<file path="src/rtl/mul_seq_ctrl.sv">
// mul_seq_ctrl
//   Sequencing and HI/LO result stage around a combinational radix-4 Booth
//   product stage. It accepts a signed operand pair on a valid/ready
//   handshake and holds the operands on mcand_o/mplier_o for MUL_CYCLES
//   clocks. It then captures product_i into HI/LO and offers the result
//   downstream on a second valid/ready handshake.
//
//   Optional build macro: MUL_ZERO_BYPASS_EN. When it is defined, a zero
//   operand skips the settle window and yields a zero result immediately.
//
// Ports
//   clk        rising-edge clock
//   clear_n    asynchronous active-low reset (assert async, release sync)
//   in_valid   operand pair offered         in_ready  block can accept
//   a_in       multiplicand (signed)        b_in      multiplier (signed)
//   mcand_o    registered multiplicand      mplier_o  registered multiplier
//   product_i  signed 2*DATA_WIDTH product from the Booth stage
//   out_valid  HI/LO hold a new result      out_ready consumer accepts
//   hi_out     upper half of product        lo_out    lower half of product
//   busy       FSM not idle
//
// state   | meaning
// --------+-----------------------------------------------------------
// IDLE    | in_ready=1, waiting for an operand pair
// WAIT    | operands driven to Booth stage, cnt counts down settle time
// DONE    | out_valid=1, HI/LO held until downstream accepts

module mul_seq_ctrl #(
   parameter int DATA_WIDTH = 32,
   parameter int MUL_CYCLES = 2
) (
   input  logic                    clk,
   input  logic                    clear_n,
   input  logic                    in_valid,
   output logic                    in_ready,
   input  logic [DATA_WIDTH-1:0]   a_in,
   input  logic [DATA_WIDTH-1:0]   b_in,
   output logic [DATA_WIDTH-1:0]   mcand_o,
   output logic [DATA_WIDTH-1:0]   mplier_o,
   input  logic [2*DATA_WIDTH-1:0] product_i,
   output logic                    out_valid,
   input  logic                    out_ready,
   output logic [DATA_WIDTH-1:0]   hi_out,
   output logic [DATA_WIDTH-1:0]   lo_out,
   output logic                    busy
);

   localparam logic [1:0] ST_IDLE = 2'd0;
   localparam logic [1:0] ST_WAIT = 2'd1;
   localparam logic [1:0] ST_DONE = 2'd2;

   // The counter is loaded with MUL_CYCLES-1, so the capture happens on the
   // MUL_CYCLES-th edge after accept. The legal range 1..15 fits in 4 bits.
   localparam logic [3:0] CNT_LOAD = 4'(MUL_CYCLES - 1);

   logic [1:0] state;
   logic [3:0] cnt;
   logic       accept;

   assign in_ready  = (state == ST_IDLE);
   assign out_valid = (state == ST_DONE);
   assign busy      = (state != ST_IDLE);
   assign accept    = in_valid && in_ready;

`ifdef MUL_ZERO_BYPASS_EN
   logic zero_op;
   assign zero_op = (a_in == '0) || (b_in == '0);
`endif

   always_ff @(posedge clk or negedge clear_n) begin
      if (!clear_n) begin
         state    <= ST_IDLE;
         cnt      <= '0;
         mcand_o  <= '0;
         mplier_o <= '0;
         hi_out   <= '0;
         lo_out   <= '0;
      end else begin
         case (state)
            ST_IDLE: begin
               if (accept) begin
                  mcand_o  <= a_in;
                  mplier_o <= b_in;
                  cnt      <= CNT_LOAD;
`ifdef MUL_ZERO_BYPASS_EN
                  if (zero_op) begin
                     hi_out <= '0;
                     lo_out <= '0;
                     state  <= ST_DONE;
                  end else begin
                     state  <= ST_WAIT;
                  end
`else
                  state    <= ST_WAIT;
`endif
               end
            end
            ST_WAIT: begin
               // Operands have been stable since accept, so product_i has
               // settled by the time cnt reaches zero.
               if (cnt != 4'd0) begin
                  cnt <= cnt - 4'd1;
               end else begin
                  {hi_out, lo_out} <= product_i;
                  state            <= ST_DONE;
               end
            end
            ST_DONE: begin
               if (out_ready) begin
                  state <= ST_IDLE;
               end
            end
            default: state <= ST_IDLE;
         endcase
      end
   end

endmodule
</file>
<file path="config.mk">
export PLATFORM = sky130hd
export DESIGN_NAME = mul_seq_ctrl
export DESIGN_NICKNAME = d
export VERILOG_FILES = /design/src/rtl/mul_seq_ctrl.sv
export SDC_FILE = /design/constraint.sdc
export NUM_CORES = 1
export LEC_CHECK = 0
export ABC_CLOCK_PERIOD_IN_PS = 1900
export CORE_AREA = 2 2 119 121
export CTS_CLUSTER_SIZE = 10
export DETAILED_ROUTE_END_ITERATION = 10
export DIE_AREA = 0 0 121 123
export PLACE_DENSITY = 0.84
export SLEW_MARGIN = 30
export SYNTH_ARGS = -nofsm -noshare
export SYNTH_HDL_FRONTEND = slang
export SYNTH_SLANG_ARGS = --single-unit
export TNS_END_PERCENT = 20
</file>
<file path="constraint.sdc">
create_clock -name clk -period 1.9 [get_ports clk]
set_input_delay 0.19 -clock clk [delete_from_list [all_inputs] [get_ports clk]]
set_output_delay 0.19 -clock clk [all_outputs]
set_load 0.02 [all_outputs]
</file>
# Yosys cells after proc, flatten, opt, wreduce, memory -nomap -nowiden

Cells that the tools add are included.

Bitwise gates (word level): 1
Reduce and logical (&&, ||, !) cells: 9
Multipliers: 0
Magnitude comparators: 0
Mux-type cells: 7
$add $sub $neg: 1
Equality and inequality tests: 6
Shift-type cells: 0
Div/mod/pow operators: 0

Operator list:

| cell                                                  | count |
|---|---|
| 2-to-1 mux 4 bit                                      | 2 |
| one-hot mux 4 bit (2 select lines)                    | 1 |
| 2-to-1 mux 2 bit                                      | 3 |
| one-hot mux 2 bit (3 select lines)                    | 1 |
| AND reduction 3 bit                                   | 2 |
| inequality test 2 x 1 -> 1 bit, second input constant | 2 |
| inequality test 2 bit, second input constant          | 2 |
| AND reduction 2 bit                                   | 2 |
| nonzero test 2 bit                                    | 2 |
| nonzero test 4 bit                                    | 1 |
| subtractor 4 x 1 -> 4 bit, second input constant      | 1 |
| == test 2 x 1 -> 1 bit, second input constant         | 1 |
| == test 2 bit, second input constant                  | 1 |
| logical NOT 2 bit                                     | 1 |
| logical AND 1 bit                                     | 1 |
| inverter 1 bit                                        | 1 |

Latch bits: 0
ROM bits: 0
Memory bits (writable): 0
Logic and storage cells: 30
Register bits after elaboration: 134
Memories: 0

# Depth between registers and ports, before layout

Gate-level depths: netlist of run 1.

Depth after elaboration: 4
Depth in mapped cells: 7

# Worst setup path after synthesis of run 1

OpenSTA, ideal clock, no wires.

Path kind: flip-flop to flip-flop
Start point: register cnt[0]
End point: register hi_out[0]
Setup time: 0.125 ns
Arrival time: 1.491 ns
Setup slack: 0.284 ns
Period minus slack after synthesis: 1.616 ns
Stages on the path, launching flop included: 8
Cells stage by stage: dfrtp_1 -> inv_1 -> ha_1 -> nor4b_2 -> nand2_1 -> buf_4 -> buf_6 -> mux2_4

Word-level cells in the longest chain between the ends: 3

Ends and longest elaborated chain:

| what                                 | line | text |
|---|---|---|
| start: declaration                   | 57   | `logic [3:0] cnt;` |
| start signal: assignment             | 102  | `cnt <= cnt - 4'd1;` |
| nonzero test 4 bit                   | 101  | `if (cnt != 4'd0) begin` |
| inverter 1 bit (no source line)      | -    |  |
| AND reduction 2 bit (no source line) | -    |  |
| end signal: assignment               | 104  | `{hi_out, lo_out} <= product_i;` |
| end: declaration                     | 43   | `output logic [DATA_WIDTH-1:0] hi_out,` |

No other way between the ends.
A chain may end at the register's enable or synchronous reset.

# Worst setup path in the final report of run 1

Start point: register state[1]
End point: output port in_ready

Word-level cells in the longest chain between the ends: 1

Ends and longest elaborated chain:

| what                     | line | text |
|---|---|---|
| start: declaration       | 56   | `logic [1:0] state;` |
| start signal: assignment | 72   | `state <= ST_IDLE;` |
| start signal: assignment | 94   | `state <= ST_WAIT;` |
| start signal: assignment | 105  | `state <= ST_DONE;` |
| logical NOT 2 bit        | 60   | `assign in_ready = (state == ST_IDLE);` |
| end: declaration         | 35   | `output logic in_ready,` |

No other way between the ends.

==> reports/metrics.csv, run 1 <==
metric,value,unit
outcome,"finished, final reports clean",
drt-initial-drc-count,194,
final_cell_mix,"258 x clkdlybuf4s50_1, 133 x dfrtp_1, 79 x mux2_2, 49 x mux2_4, 17 x clkbuf_16",
critPathSlowestCell,dfrtp_1,
die_x,121,um
syn_area_per_cell,17.2,um2
placed_area,8140,um2
die-area,14900,um2
powerDensity,1950,nW/um2
clk_pin_slew,0.06,ns
hpwlAfterDp,9810,um
numPortBuffers,262,
seq_area_frac_synth,63.2,%
ys_warn_count,0,
netlist_area,5300,um2
setup-tns-final,0,ns
crit_family,flip-flops,
cp-end-kind,output pin,
gp_congestion,0.735,
synth_cell_type_count,23,
ys_seq_elements,134,
crit_chain,or2_2 > inv_1 > dlygate4sd2_1,
syn-num-nets,443,
via_count,3596,
cpPeakStageDelay,0.47,ns
syn_inst,309,
switchingPower,0.00576,W
max-vdd-ir-drop,0.907,mV
period_share,96.1,%
htreeDepth,4,
drt-total-wl,13500,um
setup_violations,0,
rsz0062_at_grt,no,
crit_required,1.71,ns
wl_met2,6910,um
switching_share,33.5,%
clock_sinks,134,
finalNetCount,716,
clock_latency,0.41,ns
grt_pass1_wl,20800,um
share_comb_of_total_power,48.7,%
clockBufferDepth,2,
num_io_pins,263,
area_growth,66.1,%
hold_viol_final,0,
grt_max_degree,99,
grt_util_all_layers,18.4,%
layout-drive-gt1-share,29.1,%
p_seq_share,30.6,%
start_kind,flip-flop,
initial_core_util,39.0,%
p_int,0.0114,W
grt_overflow,0,
ant_nets,0,
cts_setup_buffers,0,
wl_met3,1200,um
cts_tree,done,
grt_pass1_vias,4019,
crit_buf_inv,2,
clock-root-buffer,clkbuf_16,
fp-row-count,43,
arrival,1.63,ns
diodes,0,
worst_clock_skew,0.00792,ns
vias_per_cell,4.64,
met1_length,5120,um
top_layer_used,met4,
relSlewSlack,62.3,%
layout_commonest_cell,clkdlybuf4s50_1,
clock.fmax,548,MHz
stdcell_area,8810,um2
drc,0,
power_frac_clock,20.7,%
drv_cap,0,
worst_pin_slew,0.566,ns
crit_type,flip-flop to output pin,
core,13600,um2
hold_path.class,input pin to async pin,
cts_inserted_buffers,17,
post_drt_wl_per_cell,17.4,um
finalMaxSlewViolations,0,
cp_max_fo,5,
first_pass_iters,4,
fp.dieH,123,um
antenna_found_initial,0,
fin_crit,1.82,ns
leakagePower,3.85,nW
==> state kept, by name (all words and copies together) (netlist names) <==
register  flops
cnt           4
state         2
mplier_o     32
hi_out       32
mcand_o      32
lo_out       32
==> power by group through the flow <==
stage,Clock [W],Sequential (W),Combinational [W]
6_report,0.00355,0.00525,0.00837
5_1_grt,0.00378,0.00546,0.00882
4_1_cts,0.00364,0.00526,0.00846
3_5_place_dp,0,0.00526,0.00845
3_3_place_gp,0,0.00519,0.00824
2_1_floorplan,0,0.00686,0.00293
==> final cells by class <==
class | instances | area, um2
clock buffers | 21 | 480
clock inverters | 11 | 170
fillers | 966 | 4800
inverters | 4 | 15.0
multi-input cells | 156 | 1840
flip-flops and latches | 134 | 3350
well taps | 180 | 225
repair buffers | 269 | 2720
==> routing by layer <==
layer | global-route usage [%] | vias up
li1 | - | 1624
met1 | 20.3 | 1766
met2 | 31.1 | 182
met3 | 7.47 | 24
met4 | 8.36 | 0
met5 | 0 | -
==> through the flow <==
stage          util [%]  instances  worst slack [ns]  hold WS [ns]  total power [W]
2_1_floorplan         -        309             0.284        -0.106          0.00979
3_3_place_gp       59.8        742             0.115         0.271           0.0134
3_5_place_dp       59.8        742            0.0669         0.290           0.0137
4_1_cts            64.6        775            0.0432         0.346           0.0174
5_1_grt            64.7        775           0.00425         0.369           0.0181
6_report           64.7        775            0.0750         0.366           0.0172
==> worst paths after layout <==
check	cells past startpoint	endpoint	slack, ns	from
min reg2reg	1	mcand_o[8]	0.50	mcand_o[8]
max	3	in_ready	0.08	state[1]
min in group clk	2	state[1]	0.37	out_ready
max in group asynchronous	3	state[0]	1.03	clear_n
min	3	mplier_o[3]	0.37	clear_n
max reg2reg	6	lo_out[15]	0.13	cnt[0]
==> cell families after synthesis <==
kind of cell    count (synthesis)  synth area share [%]
fa+ha+maj                       2                 0.472
simple gates                   19                  2.15
flops                         134                  63.2
compound gates                  5                 0.637
buf+inv                        19                  2.48
mux                           130                  31.0
==> what timing repair did <==
| action | 4_1_cts | 5_1_grt |
|---|---|---|
| endpoints found under the hold margin | 134 | 0 |
| hold buffers | 1 | 0 |
| resized for setup | 4 | 1 |
| setup endpoints to repair | 3 | 55 |
==> synthesized netlist by cell type <==
cell type,instances,area share (%)
or3b_2,1,0.17
buf_4,4,0.57
o211ai_1,1,0.14
buf_6,5,1.1
nor2_1,2,0.14
o21ai_0,2,0.19
mux2i_1,2,0.38
nor3_1,2,0.19
nand3_1,2,0.19
o21bai_1,1,0.14
mux2_4,49,14
nor4b_2,1,0.28
inv_1,4,0.28
mux2_2,79,17
or2_2,1,0.12
nand2_1,5,0.35
buf_2,6,0.57
nor2b_1,1,0.12
nand2b_1,3,0.35
dfrtp_1,134,63
ha_1,2,0.47
a32oi_1,1,0.17
nor3b_2,1,0.24
==> worst reg2reg max path: stages (launching register included) <==
cell	delay [ns]
dfrtp_1	0.41
inv_1	0.10
ha_1	0.21
nor4b_4	0.28
nand2_4	0.11
buf_12	0.20
mux2_4	0.34
No activity file was read; power rests on OpenSTA's default activity.
==> run 2, diff against run 1 <==
HOLD_SLACK_MARGIN = 0.08   (was default)
==> results of run 2 <==
Same layout as run 1: the final DEF is identical, and so are final timing and power.
